**src/rtl/fp_mult_if.sv**
```systemverilog
// Streaming handshake bundle for the pipelined floating-point multiplier.
// The producer drives operands and out_ready; the multiplier drives results.
interface fp_mult_if #(
    parameter int EXP_W = 8,
    parameter int MAN_W = 23,
    parameter int TAG_W = 8
);
    localparam int W = 1 + EXP_W + MAN_W;

    logic             in_valid;
    logic             in_ready;
    logic [W-1:0]     in_a;
    logic [W-1:0]     in_b;
    logic [TAG_W-1:0] in_tag;
    logic             out_valid;
    logic             out_ready;
    logic [W-1:0]     out_result;
    logic [TAG_W-1:0] out_tag;
    logic [3:0]       out_flags;

    modport master (
        output in_valid, in_a, in_b, in_tag, out_ready,
        input  in_ready, out_valid, out_result, out_tag, out_flags
    );

    modport slave (
        input  in_valid, in_a, in_b, in_tag, out_ready,
        output in_ready, out_valid, out_result, out_tag, out_flags
    );
endinterface

```
**src/rtl/fp_mult_pipe.sv**
```systemverilog
// Three-stage pipelined floating-point multiplier (unpack / multiply / round)
// with round-to-nearest-even, DAZ/FTZ and {invalid, overflow, underflow, inexact}.
// Stages carry a valid bit each; bubbles collapse and backpressure ripples back
// combinationally from out_ready to in_ready.
module fp_mult_pipe #(
    parameter int EXP_W = 8,
    parameter int MAN_W = 23,
    parameter int TAG_W = 8
) (
    input logic      clk,
    input logic      rst,
    fp_mult_if.slave bus
);
    localparam int W  = 1 + EXP_W + MAN_W;
    localparam int SW = MAN_W + 1;
    localparam int PW = 2 * SW;
    localparam int EW = EXP_W + 2;
    localparam logic signed [EW-1:0] BIAS   = {3'b000, {(EXP_W-1){1'b1}}};
    localparam logic signed [EW-1:0] E_MAX  = {2'b00, {EXP_W{1'b1}}};
    localparam logic signed [EW-1:0] E_ZERO = {EW{1'b0}};
    localparam logic [W-1:0]         QNAN   = {1'b0, {EXP_W{1'b1}}, 1'b1, {(MAN_W-1){1'b0}}};

    // Operand class as {zero_or_subnormal, inf, nan, snan}.
    function automatic logic [3:0] classify(input logic [W-1:0] x);
        logic [EXP_W-1:0] e;
        logic [MAN_W-1:0] f;
        logic             e_max;
        e       = x[W-2:MAN_W];
        f       = x[MAN_W-1:0];
        e_max   = &e;
        classify = {(e == {EXP_W{1'b0}}),
                    e_max & (f == {MAN_W{1'b0}}),
                    e_max & (f != {MAN_W{1'b0}}),
                    e_max & (f != {MAN_W{1'b0}}) & ~f[MAN_W-1]};
    endfunction

    // Handshake: a stage loads when empty or when its contents move on.
    logic v1_q, v2_q, v3_q;
    logic load1, load2, load3;
    assign load3        = ~v3_q | bus.out_ready;
    assign load2        = ~v2_q | load3;
    assign load1        = ~v1_q | load2;
    assign bus.in_ready = load1;

    // Stage 1 next-state: classify operands, combine signs and exponents.
    logic [3:0]           cls_a, cls_b;
    logic                 sign1_d, nan1_d, inv1_d, inf1_d, zero1_d;
    logic signed [EW-1:0] exp1_d;
    logic [SW-1:0]        siga1_d, sigb1_d;

    // Unpack operands and resolve which special case (if any) applies.
    always_comb begin
        cls_a   = classify(bus.in_a);
        cls_b   = classify(bus.in_b);
        sign1_d = bus.in_a[W-1] ^ bus.in_b[W-1];
        exp1_d  = $signed({2'b00, bus.in_a[W-2:MAN_W]})
                + $signed({2'b00, bus.in_b[W-2:MAN_W]}) - BIAS;
        siga1_d = {1'b1, bus.in_a[MAN_W-1:0]};
        sigb1_d = {1'b1, bus.in_b[MAN_W-1:0]};
        inv1_d  = cls_a[0] | cls_b[0] | (cls_a[2] & cls_b[3]) | (cls_a[3] & cls_b[2]);
        nan1_d  = cls_a[1] | cls_b[1] | inv1_d;
        inf1_d  = cls_a[2] | cls_b[2];
        zero1_d = cls_a[3] | cls_b[3];
    end

    logic                 sign1_q, nan1_q, inv1_q, inf1_q, zero1_q;
    logic signed [EW-1:0] exp1_q;
    logic [SW-1:0]        siga1_q, sigb1_q;
    logic [TAG_W-1:0]     tag1_q;

    // Stage 1 register: capture unpacked operands on an input handshake.
    always_ff @(posedge clk) begin
        if (rst) begin
            v1_q <= 1'b0; sign1_q <= 1'b0; nan1_q <= 1'b0; inv1_q <= 1'b0;
            inf1_q <= 1'b0; zero1_q <= 1'b0; exp1_q <= E_ZERO;
            siga1_q <= {SW{1'b0}}; sigb1_q <= {SW{1'b0}}; tag1_q <= {TAG_W{1'b0}};
        end else if (load1) begin
            v1_q <= bus.in_valid;
            if (bus.in_valid) begin
                sign1_q <= sign1_d; nan1_q <= nan1_d; inv1_q <= inv1_d;
                inf1_q <= inf1_d; zero1_q <= zero1_d; exp1_q <= exp1_d;
                siga1_q <= siga1_d; sigb1_q <= sigb1_d; tag1_q <= bus.in_tag;
            end
        end
    end

    logic [PW-1:0] prod2_d;
    assign prod2_d = {{SW{1'b0}}, siga1_q} * {{SW{1'b0}}, sigb1_q};

    logic                 sign2_q, nan2_q, inv2_q, inf2_q, zero2_q;
    logic signed [EW-1:0] exp2_q;
    logic [PW-1:0]        prod2_q;
    logic [TAG_W-1:0]     tag2_q;

    // Stage 2 register: significand product plus forwarded side information.
    always_ff @(posedge clk) begin
        if (rst) begin
            v2_q <= 1'b0; sign2_q <= 1'b0; nan2_q <= 1'b0; inv2_q <= 1'b0;
            inf2_q <= 1'b0; zero2_q <= 1'b0; exp2_q <= E_ZERO;
            prod2_q <= {PW{1'b0}}; tag2_q <= {TAG_W{1'b0}};
        end else if (load2) begin
            v2_q <= v1_q;
            if (v1_q) begin
                sign2_q <= sign1_q; nan2_q <= nan1_q; inv2_q <= inv1_q;
                inf2_q <= inf1_q; zero2_q <= zero1_q; exp2_q <= exp1_q;
                prod2_q <= prod2_d; tag2_q <= tag1_q;
            end
        end
    end

    // Stage 3 next-state: normalise, round, select special result.
    logic [PW-1:0]        norm;
    logic [SW-1:0]        sig;
    logic [SW:0]          sig_r;
    logic                 guard, sticky, rnd;
    logic signed [EW-1:0] e_norm, e_fin;
    logic [MAN_W-1:0]     frac;
    logic [W-1:0]         res3_d;
    logic [3:0]           flags3_d;

    // Normalise so the leading one sits at the product MSB, then apply RNE.
    always_comb begin
        norm   = prod2_q[PW-1] ? prod2_q : {prod2_q[PW-2:0], 1'b0};
        e_norm = exp2_q + $signed({{(EW-1){1'b0}}, prod2_q[PW-1]});
        sig    = norm[PW-1 -: SW];
        guard  = norm[MAN_W];
        sticky = |norm[MAN_W-1:0];
        rnd    = guard & (sticky | sig[0]);
        sig_r  = {1'b0, sig} + {{SW{1'b0}}, rnd};
        e_fin  = e_norm + $signed({{(EW-1){1'b0}}, sig_r[SW]});
        frac   = sig_r[SW] ? sig_r[SW-1:1] : sig_r[MAN_W-1:0];
        if (nan2_q) begin
            res3_d   = QNAN;
            flags3_d = {inv2_q, 3'b000};
        end else if (inf2_q) begin
            res3_d   = {sign2_q, {EXP_W{1'b1}}, {MAN_W{1'b0}}};
            flags3_d = 4'b0000;
        end else if (zero2_q) begin
            res3_d   = {sign2_q, {(W-1){1'b0}}};
            flags3_d = 4'b0000;
        end else if (e_fin >= E_MAX) begin
            res3_d   = {sign2_q, {EXP_W{1'b1}}, {MAN_W{1'b0}}};
            flags3_d = 4'b0101;
        end else if (e_fin <= E_ZERO) begin
            res3_d   = {sign2_q, {(W-1){1'b0}}};
            flags3_d = 4'b0011;
        end else begin
            res3_d   = {sign2_q, e_fin[EXP_W-1:0], frac};
            flags3_d = {3'b000, guard | sticky};
        end
    end

    logic [W-1:0]     res3_q;
    logic [3:0]       flags3_q;
    logic [TAG_W-1:0] tag3_q;

    // Stage 3 register: output holding register, frozen while the consumer stalls.
    always_ff @(posedge clk) begin
        if (rst) begin
            v3_q <= 1'b0; res3_q <= {W{1'b0}}; flags3_q <= 4'b0000; tag3_q <= {TAG_W{1'b0}};
        end else if (load3) begin
            v3_q <= v2_q;
            if (v2_q) begin
                res3_q <= res3_d; flags3_q <= flags3_d; tag3_q <= tag2_q;
            end
        end
    end

    assign bus.out_valid  = v3_q;
    assign bus.out_result = res3_q;
    assign bus.out_tag    = tag3_q;
    assign bus.out_flags  = flags3_q;
endmodule

```
**src/flat_wrapper.sv**
```systemverilog
// flat-port wrapper written by rule: the top's interface ports become plain ports
module fp_mult_pipe_flat 
#(
    parameter int EXP_W = 8,
    parameter int MAN_W = 23,
    parameter int TAG_W = 8
)
  (clk, rst, bus_in_valid, bus_in_a, bus_in_b, bus_in_tag, bus_out_ready, bus_in_ready, bus_out_valid, bus_out_result, bus_out_tag, bus_out_flags);
  fp_mult_if #(.EXP_W(EXP_W), .MAN_W(MAN_W), .TAG_W(TAG_W)) bus_i ();
  input logic clk;
  input logic rst;
  input wire logic [$bits(bus_i.in_valid)-1:0] bus_in_valid;
  input wire logic [$bits(bus_i.in_a)-1:0] bus_in_a;
  input wire logic [$bits(bus_i.in_b)-1:0] bus_in_b;
  input wire logic [$bits(bus_i.in_tag)-1:0] bus_in_tag;
  input wire logic [$bits(bus_i.out_ready)-1:0] bus_out_ready;
  output wire logic [$bits(bus_i.in_ready)-1:0] bus_in_ready;
  output wire logic [$bits(bus_i.out_valid)-1:0] bus_out_valid;
  output wire logic [$bits(bus_i.out_result)-1:0] bus_out_result;
  output wire logic [$bits(bus_i.out_tag)-1:0] bus_out_tag;
  output wire logic [$bits(bus_i.out_flags)-1:0] bus_out_flags;
  assign bus_i.in_valid = bus_in_valid;
  assign bus_i.in_a = bus_in_a;
  assign bus_i.in_b = bus_in_b;
  assign bus_i.in_tag = bus_in_tag;
  assign bus_i.out_ready = bus_out_ready;
  assign bus_in_ready = bus_i.in_ready;
  assign bus_out_valid = bus_i.out_valid;
  assign bus_out_result = bus_i.out_result;
  assign bus_out_tag = bus_i.out_tag;
  assign bus_out_flags = bus_i.out_flags;
  fp_mult_pipe #(.EXP_W(EXP_W), .MAN_W(MAN_W), .TAG_W(TAG_W)) u_core (.clk(clk), .rst(rst), .bus(bus_i));
endmodule
```
**config.mk**
```make
export PLATFORM = sky130hd
export DESIGN_NAME = fp_mult_pipe_flat
export DESIGN_NICKNAME = d
export VERILOG_FILES = /design/src/rtl/fp_mult_if.sv /design/src/rtl/fp_mult_pipe.sv /design/src/flat_wrapper.sv
export SDC_FILE = /design/constraint.sdc
export NUM_CORES = 2
export LEC_CHECK = 0
export CORE_UTILIZATION = 25
export CTS_CLUSTER_SIZE = 16
export DETAILED_ROUTE_END_ITERATION = 10
export SLEW_MARGIN = 20
export SYNTH_ARGS = -nofsm -noshare
export SYNTH_HDL_FRONTEND = slang
export SYNTH_SLANG_ARGS = --single-unit
```
**constraint.sdc**
```tcl
create_clock -name clk -period 8.2 [get_ports clk]
set_clock_uncertainty 0.2 [all_clocks]
set_input_delay 0.82 -clock clk [delete_from_list [all_inputs] [get_ports clk]]
set_output_delay 0.82 -clock clk [all_outputs]
set_load 0.1 [all_outputs]
```
==> impl_metrics.ini <==
[placed_design]
place_congestion = 0.8570
place_area_um2 = 30180
dp_hpwl_um = 62220
io_buffers = 121
dp_cells = 4677

[die]
io_pins = 122
initial_core_util_pct = 25.18
die_area_um2 = 110800
core_region_area_um2 = 108700
die_h_um = 332.9
die_x_um = 332.9
placementRows = 121

[critical_path]
cp_slowest_stage_delay_ns = 0.97
worstSetupStartpointType = register
path_common_cell = fa_1
worstPathMaxFanout = 19
required_ns = 8.41
cp.arrival_ns = 8.07
end_kind = register
critical_path.cell_chain = and2_1 -> fa_1 -> inv_1 -> fa_1 -> inv_1 -> fa_1 -> fa_1 -> fa_1 -> fa_1 -> inv_1 -> fa_1 -> inv_1 -> ha_1 -> a21oi_1 -> a21boi_0 -> o21ai_0 -> a32o_1 -> nor3_2 -> o2bb2ai_2 -> a221oi_1 -> or3_1 -> a311oi_1
crit_path_top_delay_cell = dfxtp_1
worstSetupPathType = reg2reg

[final_layout]
design_area_um2 = 30830
layout.nets = 4028
drive_gt1_share_pct = 3.915
syn_to_final_growth_pct = 12.65
fillers = 11580
final_cells = 4711

[timing]
rsz0062_at_grt = false
tns_ns = 0
finalHoldWorstSlack_ns = 0.2326
setup_viol = 0
hold_violations = 0
finalCritPeriodShare_pct = 95.94
fin_crit_ns = 7.867
slew_viol_final = 0
worstMarginPinSlew_ns = 1.146
slew_headroom_pct = 23.46
fmaxAchievable_mhz = 127.1

[synth]
syn_nets = 4004
synthTopCellsByCount = nand2_1, inv_1, fa_1
yosys_warnings = 0
async_flop_share_pct = 0
synthFlopType = dfxtp_1
synth_top_area_share_pct = 35.40
yosys.area.top_type = fa_1
synth_compound_area_share_pct = 8.897
seq_area_frac_synth_pct = 13.75
syn_area_um2 = 27370
synth_edf_count = 0
synthMuxAreaShare_pct = 0.3475
syn_area_per_cell_um2 = 8.400
synth-xor-area-share_pct = 2.080
ys_types = 71
synth_area_leaders = fa_1, dfxtp_1, ha_1
syn_inst = 3258
synth_top_family_by_area = adder cells
yosys.cell_count.top_type = nand2_1
synthSimpleGateAreaFrac_pct = 20.57
ys_ff_latch = 188
synth_fa_ha_area_share_pct = 43.91

[drt]
drt_iter0_drc = 1595
routed_wirelength_um = 77870
vias = 21690
dr_wl_met3_um = 4703
wl_per_cell_um = 16.53
drc_errors = 0
wl_met2_um = 36650
first_pass_iters = 5
routed.top_layer = met5
drtAntennaViolNets = 0
viasPerCell = 4.603
met1Wirelength_um = 34250

[clock_tree]
ctsResizeCount = 0
cts_max_path_buffers = 2
tritoncts = done
cts_root_buf = clkbuf_16
hold_buffers = 0
worst_skew_pair.late_latency_ns = 0.51
cts_sinks = 188
htree_levels = 4
cts_buffers = 17
cts_setup_buffers = 0
clk_pin_slew_worst_paths_ns = 0.09

[min_path]
min_path_type = reg2reg

[flow_run]
drv_cap = 0

[global_routing]
grt-ovfl-total = 0
grt_usage_pct = 14.45
grt_pass1_wl_um = 125900
antenna_found_initial = 2
grt_pass1_vias = 22720
grt_max_degree = 107

[pwr]
leakagePower_nw = 13.86
p_per_area_nw_per_um2 = 106.6
vdd_ir_drop_max_mv = 0.1692

[outcome]
status = complete, no violations
[worst max-delay path: cells and delay by family (launching register included)]
| family | cells | cell delay (ns) |
|---|---|---|
| compound gates | 7 | 1.75 |
| simple gates | 3 | 0.95 |
| fa+ha+maj | 8 | 3.63 |
| buf+inv | 4 | 0.26 |
| flops | 1 | 0.97 |
[layout make-up]
class	count	area, µm²	area share [%]
inverter	569	2136	6.928
timing repair buffer	192	1745	5.662
clock inverter	14	201.4	0.6534
tap	1414	1769	5.739
antenna	2	5.005	0.01623
multi-input combinational	2314	20770	67.36
clock buffer	18	439.2	1.425
sequential	188	3765	12.21
[power by group]
group	internal, mW	switching [mW]	leakage [nW]
clock	0.499	0.436	0.311
combinational	0.493	0.798	12.0
sequential	0.962	0.0957	1.54
total	1.95	1.33	13.9
[placed cells by master (no fill, tap or decap), types with 55 or more instances in the layout]
master / count
nand2_1: 584
inv_1: 569
fa_1: 484
and2_1: 316
a21oi_1: 192
dfxtp_1: 187
ha_1: 186
clkdlybuf4s50_1: 120
nor2_1: 95
buf_4: 71
o21ai_0: 55
[worst paths after layout]
kind / from / end / slack [ns] / cells after the start
min reg2reg: u_core.tag1_q[3] / u_core.tag2_q[3] / 0.23 / 2
min: u_core.tag1_q[3] / u_core.tag2_q[3] / 0.23 / 2
max: u_core.siga1_q[7] / u_core.prod2_q[43] / 0.33 / 22
max reg2reg: u_core.siga1_q[7] / u_core.prod2_q[43] / 0.33 / 22
[sequential cells by signal, indices dropped and copies added, names as in the netlist]
signal	flops
u_core.exp1_q	10
u_core.sign2_q	1
u_core.inf2_q	1
u_core.inv2_q	1
u_core.v1_q	1
u_core.tag2_q	8
u_core.tag1_q	8
u_core.sign1_q	1
u_core.nan2_q	1
u_core.exp2_q	10
u_core.v2_q	1
u_core.inf1_q	1
u_core.prod2_q	48
u_core.bus.out_result	32
u_core.zero1_q	1
u_core.bus.out_tag	8
u_core.zero2_q	1
u_core.sigb1_q	24
u_core.nan1_q	1
u_core.bus.out_valid	1
u_core.bus.out_flags	4
u_core.inv1_q	1
u_core.siga1_q	23
[metal layers]
layer / vias up / GRT usage (%)
met5: - / 0.6079
met4: 2 / 4.912
met3: 101 / 2.705
met2: 593 / 23.92
met1: 10900 / 18.74
li1: 10090 / -
[per-stage QoR]
step | worst slack (ns) | power [mW] | util, %
after floorplan | 0.8736 | 1.934 | -
after global placement | 0.5340 | 2.348 | 27.77
after detailed placement | 0.4668 | 2.360 | 27.77
after CTS | 0.4247 | 3.313 | 28.36
after global routing | 0.06507 | 3.510 | 28.36
final | 0.3327 | 3.285 | 28.36
[kinds of logic (layout without fill, tap and decap cells)]
kind of cell	count (synthesis)	in the layout
AND/OR/NAND/NOR	1175	1175
buffers and inverters	756	793
adder cells (fa/ha/maj)	670	670
AO/OA/AOI/OAI	395	395
flip-flops	188	188
XOR/XNOR	65	65
multiplexers	9	9
other	0	2
(Power assumes the default switching activity.)
